$ cat src/rtl/dice_roller_if.sv
// Button/mode/sides in, BCD result and status out, for the dice roller.
interface dice_roller_if #(
  parameter int DIGITS = 3
);
  logic                  btn;
  logic                  mode;
  logic [4*DIGITS-1:0]   sides;
  logic [4*DIGITS-1:0]   value;
  logic                  busy;
  logic                  valid;
  logic                  err;

  modport master (output btn, mode, sides, input value, busy, valid, err);
  modport slave  (input btn, mode, sides, output value, busy, valid, err);
endinterface

$ cat src/rtl/dice_roller.sv
// Dice roller: debounced button starts a BCD random roll (press..release) or a countdown step.
// Press/release act DEB_SAMPLES ticks after btn settles; no backpressure, results hold until the next press.
module dice_roller #(
  parameter int DIGITS      = 3,
  parameter int PRESC_BITS  = 10,
  parameter int DEB_SAMPLES = 3
) (
  input logic          clk,
  input logic          rst_n,
  dice_roller_if.slave io
);
  localparam int             W       = 4 * DIGITS;
  localparam logic [W-1:0]   BCD_ONE = W'(1);
  localparam logic [W-1:0]   BCD_TWO = W'(2);

  typedef enum logic [1:0] {IDLE, ROLL, SHOW} state_t;

  state_t                  state, state_n;
  logic                    btn_s1, btn_s2;
  logic [PRESC_BITS-1:0]   presc;
  logic                    tick;
  logic [DEB_SAMPLES-1:0]  deb_sh, deb_sh_n;
  logic                    deb_lvl, deb_lvl_d;
  logic                    press_pls, rel_pls;
  logic [W-1:0]            value_q, value_n, lim, lim_n, cnt, cnt_n;
  logic                    valid_q, valid_n, err_q, err_n;

  function automatic logic [W-1:0] bcd_inc(input logic [W-1:0] x);
    logic [W-1:0] r;
    logic         c;
    r = x;
    c = 1'b1;
    for (int i = 0; i < DIGITS; i++) begin
      if (c) begin
        if (r[4*i +: 4] == 4'd9) r[4*i +: 4] = 4'd0;
        else begin
          r[4*i +: 4] = r[4*i +: 4] + 4'd1;
          c = 1'b0;
        end
      end
    end
    return r;
  endfunction

  function automatic logic [W-1:0] bcd_dec(input logic [W-1:0] x);
    logic [W-1:0] r;
    logic         b;
    r = x;
    b = 1'b1;
    for (int i = 0; i < DIGITS; i++) begin
      if (b) begin
        if (r[4*i +: 4] == 4'd0) r[4*i +: 4] = 4'd9;
        else begin
          r[4*i +: 4] = r[4*i +: 4] - 4'd1;
          b = 1'b0;
        end
      end
    end
    return r;
  endfunction

  // Packed BCD with legal nibbles orders like binary, so >= 2 is a plain compare.
  function automatic logic sides_ok(input logic [W-1:0] x);
    logic ok;
    ok = 1'b1;
    for (int i = 0; i < DIGITS; i++)
      if (x[4*i +: 4] > 4'd9) ok = 1'b0;
    return ok && (x >= BCD_TWO);
  endfunction

  assign tick      = (presc == '0);
  assign deb_sh_n  = {deb_sh[DEB_SAMPLES-2:0], btn_s2};
  assign press_pls = deb_lvl & ~deb_lvl_d;
  assign rel_pls   = ~deb_lvl & deb_lvl_d;

  always_ff @(posedge clk or negedge rst_n) begin
    if (!rst_n) begin
      btn_s1    <= 1'b0;
      btn_s2    <= 1'b0;
      presc     <= '0;
      deb_sh    <= '0;
      deb_lvl   <= 1'b0;
      deb_lvl_d <= 1'b0;
    end else begin
      btn_s1    <= io.btn;
      btn_s2    <= btn_s1;
      presc     <= presc + 1'b1;
      deb_lvl_d <= deb_lvl;
      if (tick) begin
        deb_sh <= deb_sh_n;
        if (&deb_sh_n)       deb_lvl <= 1'b1;
        else if (~|deb_sh_n) deb_lvl <= 1'b0;
      end
    end
  end

  always_ff @(posedge clk or negedge rst_n) begin
    if (!rst_n) begin
      state   <= IDLE;
      value_q <= BCD_ONE;
      valid_q <= 1'b0;
      err_q   <= 1'b0;
      lim     <= '0;
      cnt     <= BCD_ONE;
    end else begin
      state   <= state_n;
      value_q <= value_n;
      valid_q <= valid_n;
      err_q   <= err_n;
      lim     <= lim_n;
      cnt     <= cnt_n;
    end
  end

  always_comb begin
    state_n = state;
    value_n = value_q;
    valid_n = valid_q;
    err_n   = err_q;
    lim_n   = lim;
    cnt_n   = cnt;
    case (state)
      IDLE, SHOW: begin
        if (press_pls) begin
          if (!sides_ok(io.sides)) begin
            err_n = 1'b1;
          end else begin
            err_n = 1'b0;
            lim_n = io.sides;
            if (!io.mode) begin
              cnt_n   = BCD_ONE;
              valid_n = 1'b0;
              state_n = ROLL;
            end else begin
              valid_n = 1'b1;
              state_n = SHOW;
              if (value_q == BCD_ONE || value_q > io.sides) value_n = io.sides;
              else                                          value_n = bcd_dec(value_q);
            end
          end
        end
      end
      ROLL: begin
        cnt_n = (cnt == lim) ? BCD_ONE : bcd_inc(cnt);
        if (rel_pls) begin
          value_n = cnt;
          valid_n = 1'b1;
          state_n = SHOW;
        end
      end
      default: state_n = IDLE;
    endcase
  end

  assign io.value = value_q;
  assign io.busy  = (state == ROLL);
  assign io.valid = valid_q;
  assign io.err   = err_q;
endmodule

$ cat src/flat_wrapper.sv
// flat-port wrapper written by rule: the top's interface ports become plain ports
module dice_roller_flat 
#(
  parameter int DIGITS      = 3,
  parameter int PRESC_BITS  = 10,
  parameter int DEB_SAMPLES = 3
)
  (clk, rst_n, io_btn, io_mode, io_sides, io_value, io_busy, io_valid, io_err);
  dice_roller_if #(.DIGITS(DIGITS)) io_i ();
  input logic clk;
  input logic rst_n;
  input wire logic [$bits(io_i.btn)-1:0] io_btn;
  input wire logic [$bits(io_i.mode)-1:0] io_mode;
  input wire logic [$bits(io_i.sides)-1:0] io_sides;
  output wire logic [$bits(io_i.value)-1:0] io_value;
  output wire logic [$bits(io_i.busy)-1:0] io_busy;
  output wire logic [$bits(io_i.valid)-1:0] io_valid;
  output wire logic [$bits(io_i.err)-1:0] io_err;
  assign io_i.btn = io_btn;
  assign io_i.mode = io_mode;
  assign io_i.sides = io_sides;
  assign io_value = io_i.value;
  assign io_busy = io_i.busy;
  assign io_valid = io_i.valid;
  assign io_err = io_i.err;
  dice_roller #(.DIGITS(DIGITS), .PRESC_BITS(PRESC_BITS), .DEB_SAMPLES(DEB_SAMPLES)) u_core (.clk(clk), .rst_n(rst_n), .io(io_i));
endmodule
$ cat config.mk
export PLATFORM = sky130hd
export DESIGN_NAME = dice_roller_flat
export DESIGN_NICKNAME = d
export VERILOG_FILES = /design/src/rtl/dice_roller_if.sv /design/src/rtl/dice_roller.sv /design/src/flat_wrapper.sv
export SDC_FILE = /design/constraint.sdc
export NUM_CORES = 1
export LEC_CHECK = 0
export CAP_MARGIN = 20
export CORE_UTILIZATION = 50
export CTS_CLUSTER_SIZE = 14
export DETAILED_ROUTE_END_ITERATION = 10
export PLACE_DENSITY = 0.8
export SYNTH_ARGS = -nofsm -noshare
export SYNTH_HDL_FRONTEND = slang
export SYNTH_SLANG_ARGS = --single-unit
$ cat constraint.sdc
create_clock -name clk -period 2.3 [get_ports clk]
set_input_delay 0.69 -clock clk [delete_from_list [all_inputs] [get_ports clk]]
set_output_delay 0.69 -clock clk [all_outputs]
set_load 0.05 [all_outputs]
-- Word level (Yosys, flattened, before mapping)
Index checks and enable logic that the tools add are counted.
- word-level logic and storage cells: 128
- bits of input ports: 16
- bits in registers: 56
- output and inout bits: 15
- reductions and logical operators: 22
- bitwise gates (word level): 4
- magnitude comparators: 5
- eq/ne operators: 17
- add/sub/neg operators: 7
- mux-type cells: 57
- operators by type and width (operator ; count):
    two-way mux 12 bit ; 9
    one-hot mux 12 bit (2 select lines) ; 2
    two-way mux 4 bit ; 10
    two-way mux 1 bit ; 30
    AND reduction 5 bit ; 3
    adder 4 x 1 -> 4 bit (second input constant) ; 3
    equality test 12 x 1 -> 1 bit (second input constant) ; 1
    equality test 12 bit ; 1
    equality test 4 bit (second input constant) ; 3
    >= comparator 12 x 2 -> 1 bit (second input constant) ; 1
    greater-than comparator 12 bit ; 1
    greater-than comparator 4 bit (second input constant) ; 3
    zero test 4 bit ; 3
    != test 3 x 1 -> 1 bit (second input constant) ; 4
    AND reduction 6 bit ; 2
    subtractor 4 x 1 -> 4 bit (second input constant) ; 3
    adder 10 x 1 -> 10 bit (second input constant) ; 1
    zero test 10 bit ; 1
    AND reduction 3 bit ; 3
    two-way mux 2 bit ; 4
    != test 2 x 1 -> 1 bit (second input constant) ; 4
    AND reduction 4 bit ; 2
    != test 2 bit (second input constant) ; 2
    one-hot mux 2 bit (2 select lines) ; 1
    12 further kinds ; 15

-- Logic depth before layout (Yosys ltp)
- depth in word-level cells: 22
- gate-level depth with buffers: 10

-- Worst setup path after synthesis
No wires, ideal clock.
- kind: register to register
- start: register u_core.value_q[0], in the netlist u_core.io.value[0]
- end: register u_core.value_q[4], in the netlist u_core.io.value[4]
- period minus slack after synthesis: 2.650 ns
- data required time: 2.213 ns
- setup time: 0.087 ns
- path buffers: 2
- path slack: -0.350 ns
- stages on the path, launching flop included: 11
- arrival: 2.563 ns
- cells stage by stage: dfstp_2 > clkbuf_1 > inv_1 > ha_1 > nor2b_1 > o211ai_1 > a211oi_1 > o31a_1 > buf_6 > mux2_2 > a211oi_2
- longest elaborated chain between the ends: 9
- elaborated cells on any way between the ends: 17
- RTL lines (what ; RTL line ; RTL):
    start: declaration ; dice_roller.sv:25 ; logic [W-1:0] value_q, value_n, lim, lim_n, cnt, cnt_n;
    start signal: assignment ; dice_roller.sv:107 ; value_q <= value_n;
    branches (longest 9 deep; another with greater-than comparator 12 bit) ; - ;
Parallel ways; which one is timed is not known. The select of a mux whose other input is x is not followed.
A chain may end at the register's enable or synchronous reset.

-- Worst setup path in the final report
- start: input port io_sides[7]
- end: register u_core.value_q[9], in the netlist u_core.io.value[9]
- longest elaborated chain between the ends: 8
- elaborated cells on any way between the ends: 17
- RTL lines (what ; RTL line ; RTL):
    start: declaration ; flat_wrapper.sv:14 ; input wire logic [$bits(io_i.sides)-1:0] io_sides;
    branches (longest 8 deep; another with greater-than comparator 12 bit) ; - ;
Parallel ways; which one is timed is not known. The select of a mux whose other input is x is not followed.

==> flow_summary.yaml <==
status:
  run_status: "complete, but fails checks"
  violations: "design-rule violations, negative setup slack"
timing:
  finalHoldViolCount: 0
  timing.setup.tns_ps: -754
  fmax_mhz: 409
  tightest_slew_ps: 490
  rsz0062_at_grt: "yes"
  layout_min_cycle_time_ps: 2450
  skew_ps: 9.15
  timing.final.crit_share: 1.06
  setup_viol: 12
  maxSlewViolCount: 0
  fin_ws_ps: -147
  slew_headroom: 0.673
clocking:
  clock-root-buffer: "clkbuf_8"
  cts_buffer_depth: 2
  cts_num_sinks: 56
  holdBufCountCts: 0
  cts_buffers: 5
  h-tree-depth: 2
  clk_latency_ps: 320
  cts_tree: "done"
  cts.clk_slew.worst_paths_ps: 110
place:
  dp_hpwl_microns: 7520
  io_buffers: 30
  numPlacedInstances: 540
  placed_cell_area_sq_um: 4460
  gp_congestion: 0.929
yosys:
  synth_seq_cells: 56
  synth_nets: 401
  syn_inst: 365
  yosysWarnings: 0
  synth_ff_type: "dfrtp_1"
  synth.distinct_cells: 61
  synth_edf_count: 0
  yosysSeqAreaShare: 0.413
  synth_area_sq_um: 3400
  synth-async-reset-ratio: 1.00
  synth.avg_cell_area_sq_um: 9.32
finish:
  stdcell_area_sq_um: 4830
  drive_gt1_frac: 0.407
  final_cell_mix: "buf_4 (89), dfrtp_1 (47), nand2_1 (34)"
  diodes: 0
  fillCellCount: 417
  areaGrowthSynthToFinish_pct: 41.8
  mostFrequentLayoutCell: "buf_4"
  final_nets: 517
  instances_no_fill: 559
global_routing:
  grt_pass1_vias: 3596
  gr-max-usage-layer: "met2"
  overflow: 0
  grt_usage: 0.310
  met3_usage: 0.0541
  grt_pass1_wl_microns: 17300
  grt_max_degree: 36
  grt_use_met2: 0.526
  antenna_found_initial: 0
  met1_usage: 0.393
worst_setup_path:
  path_class: "in2reg"
  start_kind: "primary input"
  reg2reg_setup_slack_ps: -120
  timing.rr.end: "u_core.io.value[9]"
  cp.required_ps: 2500
  cp-end-kind: "flop"
  critPathArrivalTime_ps: 2650
  reg2regPathDepth: 8
  r2r-start: "u_core.io.value[7]"
  crit_fanout: 5
drt:
  drt_first_pass_iters: 8
  vias: 3529
  post_drt_wl_per_cell_microns: 19.3
  avgViaCountPerCell: 6.31
  drc: 2
  ant_nets: 0
  drt_wl_total_microns: 10800
  drt_iter0_markers: 352
die:
  start_util: 0.527
  rows: 29
  die-height_microns: 84.5
  die_area_sq_um: 7140
  core_sq_um: 6460
  die_w_microns: 84.5
  num_io_pins: 31
power_and_ir_drop:
  vdd_drop_max_uv: 322
  leakagePower_uw: 0.00216
  cellPowerDensity_nw_per_um2: 379
hold_path:
  hold_class: "in2async"
run:
  drv_cap: 0
## how the worst max path moves through the flow
stage | start | endpoint | slack [ps]
final | io_sides[7] | u_core.io.value[9] | -150
after global routing | u_core.io.value[0] | u_core.io.value[8] | -190
after CTS | io_sides[1] | u_core.io.value[4] | -80
after detailed placement | io_sides[1] | u_core.io.value[8] | -960
after global placement | io_sides[1] | u_core.io.value[6] | -850
after floorplan | u_core.io.value[0] | u_core.io.value[4] | -170
## cell type report
cell class / instances / area, sq um / area share
flip-flops and latches: 56 / 1410 / 0.293
clock buffers: 5 / 68.8 / 0.0143
inverters: 25 / 104 / 0.0215
repair buffers: 117 / 931 / 0.193
clock inverters: 3 / 28.8 / 0.00596
multi-input cells: 276 / 2190 / 0.453
well taps: 77 / 96.3 / 0.0200
## synthesized netlist by cell type, drive strengths merged (3+ instances only)
cell	n	area (sq um)
o21ai	33	169
dfrtp	54	1350
a21oi	21	109
xnor2	20	175
nand3	12	60.1
a31oi	7	43.8
o31ai	5	70.1
nand4	15	93.8
o211ai	3	22.5
a21o	3	22.5
ha	20	250
o22ai	8	50.1
nor4	6	43.8
a211o	3	26.3
nor2	18	67.6
inv	25	93.8
xor2	4	35.0
mux2i	3	30.0
a22oi	3	22.5
clkbuf	4	16.3
a211oi	4	35.0
nor3	13	65.1
nand2	36	135
buf	4	26.3
mux2	6	67.6
## sequential cells by signal, indices dropped and copies added, names as in the netlist
name              count
u_core.io.value      12
u_core.btn_s2         1
u_core.io.valid       1
u_core.lim           12
u_core.cnt           12
u_core.btn_s1         1
u_core.deb_lvl_d      1
u_core.io.err         1
u_core.presc         10
u_core.deb_lvl        1
u_core.state          2
u_core.deb_sh         2
## cells by family (layout without fill, tap and decap cells)
| family | count (synthesis) | after routing | synth area share |
|---|---|---|---|
| AOI/OAI and AO/OA | 103 | 103 | 0.200 |
| xor gates and xnor gates | 24 | 24 | 0.0618 |
| adders and majority gates | 20 | 20 | 0.0735 |
| buffers and inverters | 33 | 150 | 0.0401 |
| DFF | 56 | 56 | 0.413 |
| muxes | 9 | 9 | 0.0287 |
| and+or+nand+nor | 120 | 120 | 0.183 |
## stage by stage
stage / total power (uW) / setup slack [ps] / hold WS, ps / util
6_report: 1830 / -147 / 336 / 0.747
5_1_grt: 1880 / -190 / 351 / 0.747
3_5_place_dp: 1200 / -958 / 338 / 0.691
4_1_cts: 1820 / -77.1 / 333 / 0.739
2_1_floorplan: 1070 / -171 / 331 / -
3_3_place_gp: 1190 / -847 / 345 / 0.691
## worst max-delay path, cell delays in order
cell	delay (ps)
buf_6	100
inv_4	60
ha_4	220
a21oi_4	170
o21ai_2	80
a211o_1	340
o31a_4	410
buf_6	140
a221oi_4	310
o22ai_2	120
## what timing repair did
action / in CTS / in global routing
pin swaps: 26 / 21
resized for setup: 76 / 25
endpoints found under the setup margin: 39 / 31
endpoints found under the hold margin: 0 / 0
cloned: 0 / 0
setup buffers: 11 / 1
## report_power, final
group	switching, uW	total (uW)	internal (uW)	leakage, uW
registers	1.01	987	986	0.000702
clock network	364	594	231	0.0000511
logic	122	247	125	0.00141
## layer usage
metal,routed length (microns),vias up
met5,0,-
li1,-,1567
met3,799,62
met4,493,0
met1,4230,1688
met2,5270,212
(Power assumes the default switching activity.)
==> patch, RTL diff (same settings) <==
Reset style: synchronous (`rst_n`), changed in 2 clocked blocks.
--- a/src/rtl/dice_roller.sv
+++ b/src/rtl/dice_roller.sv
@@ -73,7 +73,7 @@
   assign press_pls = deb_lvl & ~deb_lvl_d;
   assign rel_pls   = ~deb_lvl & deb_lvl_d;
 
-  always_ff @(posedge clk or negedge rst_n) begin
+  always_ff @(posedge clk) begin
     if (!rst_n) begin
       btn_s1    <= 1'b0;
       btn_s2    <= 1'b0;
@@ -94,7 +94,7 @@
     end
   end
 
-  always_ff @(posedge clk or negedge rst_n) begin
+  always_ff @(posedge clk) begin
     if (!rst_n) begin
       state   <= IDLE;
       value_q <= BCD_ONE;
Function: same outputs for any inputs over 10 cycles, from zero or initial values and one cycle with rst_n low; that may be too few to reach the edited logic, so the function may still have changed.
==> patch against the unedited design <==
Routed wire length decreased by 12%. Sequential cell count unchanged. Clock skew increased by 0.0012 ns. Worst setup slack improved by 0.16 ns. Synthesized area decreased by 5.0%. Total power decreased by 3.8%. Synthesized cell count increased by 6.8%. Register-to-register slack improved by 0.21 ns. Via count decreased by 7.5%. Final cell count decreased by 1.3%. Final area decreased by 8.0%. Critical path depth increased by 1. First-iteration DRC count decreased by 18%. Maximum frequency increased by 6.9%.
==> patch: results (changes against the unedited design) <==
outcome=complete, no violations; Max clock buf depth=2 (unchanged); Worst Path Max Fanout=7 (+2); final instance area=4440 µm² (-8.0%); clock insertion delay at the later pin of the skew report=0.32 ns (about the same); Post-synth top cells=dfxtp_1, nor2_1, a21oi_1, o21ai_0, nand2_1; pin count of the biggest net entering global routing=49 (+36%); post-CTS setup buffers=8 (-3); reg2reg start=u_core.io.value[8]; critical path arrival=2.51 ns (-0.14 ns); r2r setup slk=0.09 ns (+0.21 ns); leakage=0.00184 µW (-15%); worst vdd ir=0.403 mV (+25%); fillcell total=438 (+5.0%); clock root buffer=clkbuf_8; Critical Path Slowest Stage Cell=ha_4; post-CTS resize count=51 (-33%); Final HPWL DP=6.65 mm (-12%); first-pass GRT wire length=14.2 mm (-18%); Placed Instance Area=4050 µm² (-9.2%); H-tree levels=2 (unchanged); Worst-Margin Slew=0.748 ns (+0.258 ns); Global Route Usage Sum=28.3% (-2.8 points); Yosys cell types=57 (-6.6%); Final nets=512 (-0.97%); Hold Path Class=flip-flop to flip-flop; WL final=9.51 mm (-12%); max_cap viols=0 (unchanged); Worst path max stage delay=0.28 ns (-0.13 ns); Area contributors post-synth=dfxtp_1, ha_1, xnor2_1; sequential element share of the synthesized area=34.7% (-6.6 points); top_reg_cell synth=dfxtp_1; clk slew on worst S/H paths=0.11 ns (about the same); fraction of layout cells with a size suffix above 1=32.1% (-8.6 points); ys async rst share=0% (-100 points); Critical Path Start=io_sides[10]; Antenna Cells=0 (unchanged); DR vias=3,263 (-7.5%); Detailed Route Iter0 Violations=288 (-18%); Synth Net Count=426 (+6.2%); GP Congestion=0.921 (-0.90%); min-delay src=u_core.btn_s1; drt first pass iters=5 (-3); Worst Clk Skew=0.0103 ns (+0.00119 ns); vias in the first global route=3,003 (-16%); Ys Warns=0 (unchanged); Num CTS Buffers=5 (unchanged)
[patch: cell types whose count changed in the layout (fill, tap and decap cells not counted), moves of 7 or more]
cell	unedited run	this run
dfrtp_1	47	0
nand2_1	34	26
dfrtp_2	7	0
a21oi_1	15	22
nor3_1	12	4
buf_4	89	63
dfxtp_2	0	7
nor2_1	18	34
dfxtp_1	0	49
nor2b_1	1	16
and2_1	2	11
[patch: metrics by stage]
stage	hold WS, ns	worst slack, ns	cells
after floorplan	0.412	-0.0792	390
after global placement	0.420	-0.727	529
after detailed placement	0.421	-0.792	529
after CTS	0.449	-0.00715	546
after global routing	0.470	-0.0280	552
final	0.445	0.0110	552
[patch: kinds of logic after synthesis]
family,share of synthesized area [%]
and+or+nand+nor,22.8
AOI/OAI and AO/OA,21.5
DFF,34.7
buffers and inverters,4.41
xor gates and xnor gates,7.58
adders and majority gates,7.74
muxes,1.24
[patch: final timing paths]
path / end / depth (start not counted)
setup / recovery: u_core.io.value[4] / 11
hold / removal: u_core.btn_s2 / 1
setup reg to reg: u_core.io.value[4] / 8
hold reg to reg: u_core.btn_s2 / 1
[patch: routing by layer]
metal,vias to the layer above,track usage (%),routed length (µm)
li1,1552,-,-
met1,1521,36.3,3890
met2,147,45.8,4590
met3,43,5.38,729
met4,0,12.6,303
met5,-,0,0
[patch: power by group]
group          leakage [µW]  internal (µW)  switching [µW]  total [µW]
combinational       0.00134           97.9            88.3         186
clock             0.0000511            231             360         591
sequential         0.000456            976            5.92         982
total               0.00185           1300             454        1760
[patch: area by class of cell]
type                            count  share of cell area (%)
Multi-Input combinational cell    299                    50.2
Sequential cell                    56                    25.4
Timing Repair Buffer               92                    17.8
Inverter                           22                    2.28
Tap cell                           75                    2.11
Clock buffer                        5                    1.55
Clock inverter                      3                   0.648
